**src/rtl/ifid_queue_if.sv**
```systemverilog
// rtl/ifid_queue_if.sv - fetch/decode handshake bundle for the IF/ID instruction queue
interface ifid_queue_if;
   logic        IF_valid;
   logic        IF_ready;
   logic [31:0] IF_PC_add;
   logic [31:0] IF_PC_link;
   logic [31:0] IF_instr;
   logic        ID_valid;
   logic        ID_ready;
   logic [31:0] ID_PC_add;
   logic [31:0] ID_PC_link;
   logic [31:0] ID_instr;

   // master: the pipeline side driving fetch entries and decode acceptance
   modport master (
      output IF_valid, IF_PC_add, IF_PC_link, IF_instr, ID_ready,
      input  IF_ready, ID_valid, ID_PC_add, ID_PC_link, ID_instr
   );

   // slave: the queue itself
   modport slave (
      input  IF_valid, IF_PC_add, IF_PC_link, IF_instr, ID_ready,
      output IF_ready, ID_valid, ID_PC_add, ID_PC_link, ID_instr
   );
endinterface

```
**src/rtl/ifid_queue.sv**
```systemverilog
// rtl/ifid_queue.sv - circular IF/ID instruction queue with redirect flush and NOP bubble when empty
module ifid_queue #(
   parameter int          DEPTH     = 4,
   parameter logic [31:0] NOP_INSTR = 32'h00000013
) (
   input  logic                     CLK,
   input  logic                     RSTn,
   input  logic                     EN,
   input  logic                     FLUSH,
   ifid_queue_if.slave              bus,
   output logic [$clog2(DEPTH):0]   COUNT
);
   localparam int AW = $clog2(DEPTH);
   localparam int CW = AW + 1;
   localparam logic [CW-1:0] FULL_CNT = CW'(DEPTH);

   logic [31:0]   r_pc_add  [DEPTH];
   logic [31:0]   r_pc_link [DEPTH];
   logic [31:0]   r_instr   [DEPTH];
   logic [AW-1:0] r_wr_ptr;
   logic [AW-1:0] r_rd_ptr;
   logic [CW-1:0] r_count;

   logic w_full;
   logic w_empty;
   logic w_push;
   logic w_pop;

   // Ready/valid come only from the registered count, so no IF->ID combinational path exists.
   assign w_full  = (r_count == FULL_CNT);
   assign w_empty = (r_count == '0);
   assign w_push  = EN & bus.IF_valid & ~w_full  & ~FLUSH;
   assign w_pop   = EN & bus.ID_ready & ~w_empty & ~FLUSH;

   always_ff @(posedge CLK) begin
      if (!RSTn) begin
         r_wr_ptr <= '0;
         r_rd_ptr <= '0;
         r_count  <= '0;
      end else if (FLUSH) begin
         r_wr_ptr <= '0;
         r_rd_ptr <= '0;
         r_count  <= '0;
      end else if (EN) begin
         if (w_push) begin
            r_wr_ptr <= r_wr_ptr + AW'(1);
         end
         if (w_pop) begin
            r_rd_ptr <= r_rd_ptr + AW'(1);
         end
         if (w_push && !w_pop) begin
            r_count <= r_count + CW'(1);
         end else if (w_pop && !w_push) begin
            r_count <= r_count - CW'(1);
         end
      end
   end

   // Storage needs no reset: entries are only visible once counted.
   always_ff @(posedge CLK) begin
      if (RSTn && w_push) begin
         r_pc_add[r_wr_ptr]  <= bus.IF_PC_add;
         r_pc_link[r_wr_ptr] <= bus.IF_PC_link;
         r_instr[r_wr_ptr]   <= bus.IF_instr;
      end
   end

   assign bus.IF_ready   = ~w_full;
   assign bus.ID_valid   = ~w_empty;
   assign bus.ID_PC_add  = w_empty ? 32'h0     : r_pc_add[r_rd_ptr];
   assign bus.ID_PC_link = w_empty ? 32'h0     : r_pc_link[r_rd_ptr];
   assign bus.ID_instr   = w_empty ? NOP_INSTR : r_instr[r_rd_ptr];
   assign COUNT          = r_count;
endmodule
```
**src/flat_wrapper.sv**
```systemverilog
// flat-port wrapper written by rule: the top's interface ports become plain ports
module ifid_queue_flat 
#(
   parameter int          DEPTH     = 4,
   parameter logic [31:0] NOP_INSTR = 32'h00000013
)
  (CLK, RSTn, EN, FLUSH, COUNT, bus_IF_valid, bus_IF_PC_add, bus_IF_PC_link, bus_IF_instr, bus_ID_ready, bus_IF_ready, bus_ID_valid, bus_ID_PC_add, bus_ID_PC_link, bus_ID_instr);
  ifid_queue_if bus_i ();
  input  logic CLK;
  input  logic RSTn;
  input  logic EN;
  input  logic FLUSH;
  output logic [$clog2(DEPTH):0] COUNT;
  input wire logic [$bits(bus_i.IF_valid)-1:0] bus_IF_valid;
  input wire logic [$bits(bus_i.IF_PC_add)-1:0] bus_IF_PC_add;
  input wire logic [$bits(bus_i.IF_PC_link)-1:0] bus_IF_PC_link;
  input wire logic [$bits(bus_i.IF_instr)-1:0] bus_IF_instr;
  input wire logic [$bits(bus_i.ID_ready)-1:0] bus_ID_ready;
  output wire logic [$bits(bus_i.IF_ready)-1:0] bus_IF_ready;
  output wire logic [$bits(bus_i.ID_valid)-1:0] bus_ID_valid;
  output wire logic [$bits(bus_i.ID_PC_add)-1:0] bus_ID_PC_add;
  output wire logic [$bits(bus_i.ID_PC_link)-1:0] bus_ID_PC_link;
  output wire logic [$bits(bus_i.ID_instr)-1:0] bus_ID_instr;
  assign bus_i.IF_valid = bus_IF_valid;
  assign bus_i.IF_PC_add = bus_IF_PC_add;
  assign bus_i.IF_PC_link = bus_IF_PC_link;
  assign bus_i.IF_instr = bus_IF_instr;
  assign bus_i.ID_ready = bus_ID_ready;
  assign bus_IF_ready = bus_i.IF_ready;
  assign bus_ID_valid = bus_i.ID_valid;
  assign bus_ID_PC_add = bus_i.ID_PC_add;
  assign bus_ID_PC_link = bus_i.ID_PC_link;
  assign bus_ID_instr = bus_i.ID_instr;
  ifid_queue #(.DEPTH(DEPTH), .NOP_INSTR(NOP_INSTR)) u_core (.CLK(CLK), .RSTn(RSTn), .EN(EN), .FLUSH(FLUSH), .bus(bus_i), .COUNT(COUNT));
endmodule
```
**config.mk**
```make
export PLATFORM = sky130hd
export DESIGN_NAME = ifid_queue_flat
export DESIGN_NICKNAME = d
export VERILOG_FILES = /design/src/rtl/ifid_queue_if.sv /design/src/rtl/ifid_queue.sv /design/src/flat_wrapper.sv
export SDC_FILE = /design/constraint.sdc
export NUM_CORES = 1
export LEC_CHECK = 0
export ABC_AREA = 1
export BUFFER_PORTS_ARGS = -buffer_cell sky130_fd_sc_hd__buf_2
export CAP_MARGIN = 20
export CORE_AREA = 2 2 213 152
export DETAILED_ROUTE_END_ITERATION = 16
export DIE_AREA = 0 0 215 154
export GPL_ROUTABILITY_DRIVEN = 0
export PLACE_DENSITY = 0.8
export RECOVER_POWER = 100
export REMOVE_ABC_BUFFERS = 1
export SLEW_MARGIN = 10
export SYNTH_ARGS = -nofsm -noshare
export SYNTH_HDL_FRONTEND = slang
export SYNTH_SLANG_ARGS = --single-unit
```
**constraint.sdc**
```tcl
create_clock -name CLK -period 6.35 [get_ports CLK]
set_input_delay 0.9525 -clock CLK [delete_from_list [all_inputs] [get_ports CLK]]
set_output_delay 0.9525 -clock CLK [all_outputs]
set_load 0.01 [all_outputs]
```
==> run_results.csv <==
group,metric,value,unit
yosys,yosys-top-cells-area,"edfxtp_1 (75%), nor2_1 (9.3%), o21ai_0 (5.3%)",
setup_path,crit_buf_inv,3,
setup_path,crit_chain,"buf_2 -> inv_1 -> nand2_1 -> nor2_1 -> and2_0 -> nand2_1 -> nor2_1 -> clkbuf_2",
yosys,synthArstFlopShare,0,
setup_path,startpoint_type,"primary input",
global_route,antenna_found_initial,1,
finish,seq_area,11700,um2
hold_path,holdPathStages,2,
setup_path,cpPeakStageDelay,2.16,ns
setup_path,reg2regPathDepth,6,
drt,vias,9919,
yosys,synth_compound_area_frac,0.0965,
clock_tree,clockBufferDepth,3,
setup_path,regToRegSetupSlack,1.69,ns
floorplanning,io_pins,203,
yosys,syn-cell-area,15400,um2
setup_path,cp_top_family,"simple AND/OR/NAND/NOR gates",
floorplanning,coreArea,30900,um2
clock_tree,clk_pin_slew,0.06,ns
yosys,synthMuxAreaShare,0,
power,p_leak,5.82,nW
floorplanning,start_util,0.498,
place,port_buffers,202,
outcome,status,"complete, but fails checks",
timing,fmax,0.205,GHz
global_route,grt_pass1_wl,52.6,mm
place,dp.final_hpwl,19.0,mm
hold_path,min-delay-start,"u_core.r_rd_ptr[0]",
power,p_per_area,298,nW/um2
yosys,synthFlopType,"edfxtp_1",
timing,maxSlewHeadroom,-1.54,
floorplanning,dieHeight,154,um
clock_tree,cts_made_buffers,38,
finish,syn_to_final_growth,14.9,%
finish,fillers,2528,
power,total_power,5.27,mW
setup_path,cp-end-kind,"flop",
clock_tree,cts.repair.resized,0,
finish,multiInputGateArea,3160,um2
timing,period_minus_slack,4.87,ns
setup_path,critPathArrivalTime,5.01,ns
timing,finClkSkew,0.0136,ns
drt,viasPerCell,5.38,
drt,first_pass_iters,5,
timing,finalMaxSlewViolations,174,
yosys,ys_seq_elements,393,
yosys,ys_types,19,
setup_path,rr_startpoint,"u_core.COUNT[1]",
clock_tree,cts_root_buf,"clkbuf_16",
setup_path,cp_max_fo,33,
clock_tree,insertion_delay,0.53,ns
timing,setup_violations,0,
global_route,grt-ovfl-total,0,
drt,routedWlPerCell,18.6,um
yosys,seq_area_frac_synth,0.760,
hold_path,hp-class,"reg -> reg",
hold_path,hold_end,"u_core.r_rd_ptr[0]",
job,cap_violations,5,
yosys,syn_avg_cell_area,12.7,um2
clock_tree,htreeDepth,2,
yosys,synth_edf_count,384,
yosys,synthTopCellsByCount,"edfxtp_1 (384), nor2_1 (383), o21ai_0 (164), a21oi_1 (106)",
setup_path,slowest_stage,"nor2_1",
yosys,synth-xor-area-share,0,
yosys,postSynthCellCount,1209,
timing,worst_pin_slew,3.81,ns
finish,post-route-util,0.572,
clock_tree,postCtsSetupRepairBufs,0,
yosys,yosys.area.top_type_share,0.748,
yosys,synth_top_family_by_area,"simple AND/OR/NAND/NOR gates",
clock_tree,hold_buffers,0,
yosys,synth-simple-area-share,0.103,
finish,layout-drive-gt1-share,0.0639,
floorplanning,die_w,215,um
timing,period_share,0.767,
place,dpl-instance-area,16700,um2
setup_path,cp.required,6.49,ns
finish,nets,1502,
timing,hold_viol_final,0,
global_route,grt_max_degree,85,
drt,dr.first_iter.drc_count,677,
drt,drcViolationCount,0,
global_route,grt_usage,0.204,
finish,stdcell_area,17700,um2
floorplanning,rows,54,
global_route,first_global_vias,9586,
drt,detail_route.wirelength,34.4,mm
yosys,ys_warn_count,0,
outcome,violations,"max-capacitance violations, max-slew violations",
floorplanning,dieArea,33100,um2
yosys,synth.most_common_cell,"edfxtp_1",
yosys,synthAdderAreaFrac,0.00536,
clock_tree,cts_tree,"done",
timing,rsz0062_at_grt,"false",
clock_tree,clock_sinks,393,
drt,antenna_left,0,
setup_path,worst_r2r_endpoint,"u_core.r_pc_add[3][26]",
setup_path,critPathKind,"in -> reg",
yosys,synth_top_cell_by_area,"edfxtp_1",
power,peakVddDrop,198,uV
power breakdown:
| group | switching (mW) | internal (mW) |
|---|---|---|
| Clock | 0.942 | 1.34 |
| Combinational | 0.0902 | 0.0333 |
| Sequential | 0.00397 | 2.86 |
| Total | 1.04 | 4.23 |
logic make-up after synthesis:
kind of cell / after synthesis
buffers and inverters: 95
adder cells (fa/ha/maj): 6
AND/OR/NAND/NOR: 418
AO/OA/AOI/OAI: 297
flip-flops: 393
worst reg2reg max path, cell delays in order, from the launching register on:
cell      delay, ns
dfxtp_1        0.38
inv_1          0.09
nand3_1        0.22
and2_0         0.19
nand2_1        0.16
nor2_1         2.16
clkbuf_2       1.05
worst max-delay path by stage:
stage | slack (ns) | cells past startpoint | endpoint | startpoint
after floorplan | -0.87 | 3 | bus_ID_PC_add[30] | flop
after global placement | 2.55 | 5 | bus_ID_PC_add[11] | flop
after detailed placement | 2.44 | 6 | bus_ID_PC_add[7] | flop
after CTS | 1.90 | 6 | bus_ID_PC_add[7] | flop
after global routing | 1.04 | 8 | u_core.r_pc_link[1][31] | FLUSH
final | 1.48 | 8 | u_core.r_pc_add[3][26] | FLUSH
stage by stage:
stage          std cells  worst slack (ns)  hold slack (ns)  setup TNS, ns
5_1_grt             1845              1.04            0.535              0
3_3_place_gp        1772              2.55            0.486              0
2_1_floorplan       1136            -0.869            0.467         -78.92
4_1_cts             1843              1.90            0.515              0
6_report            1845              1.48            0.514              0
3_5_place_dp        1773              2.44            0.506              0
cells in the final DEF, fill, tap and decap left out, types with 2 or more instances in the layout:
cell and instances:
edfxtp_1 384, nor2_1 382, clkbuf_1 198, o21ai_0 164, a21oi_1 106, clkbuf_16 41
o21ai_1 27, nand2_1 27, inv_1 19, clkinv_2 12, buf_2 11, dfxtp_1 7
nand3_1 6, buf_4 6, ha_1 5, clkinv_1 5, bufinv_16 4, clkbuf_2 4
clkinvlp_4 3, buf_12 3, dfxtp_4 2
sequential cells by signal, summed over array words and instances (netlist names), named ones only:
| name | count |
|---|---|
| u_core.r_rd_ptr | 2 |
| u_core.r_pc_link | 128 |
| u_core.r_instr | 128 |
| u_core.r_wr_ptr | 2 |
| u_core.COUNT | 3 |
| u_core.r_pc_add | 128 |
per-layer routing:
metal  GRT usage  vias up  wire (um)
li1            -     4648          -
met5           0        -          0
met1       0.278     4815      14700
met4      0.0617        0        789
met2       0.328      392      16200
met3      0.0483       64       2690
area by class of cell:
cell class                 instances  area share
clock buffer                      46      0.0590
multi-input combinational        721       0.179
inverter                          22     0.00495
clock inverter                    24      0.0127
antenna                            1    0.000141
timing repair buffer             218      0.0527
sequential                       393       0.662
tap                              420      0.0297
(Power assumes the default switching activity.)
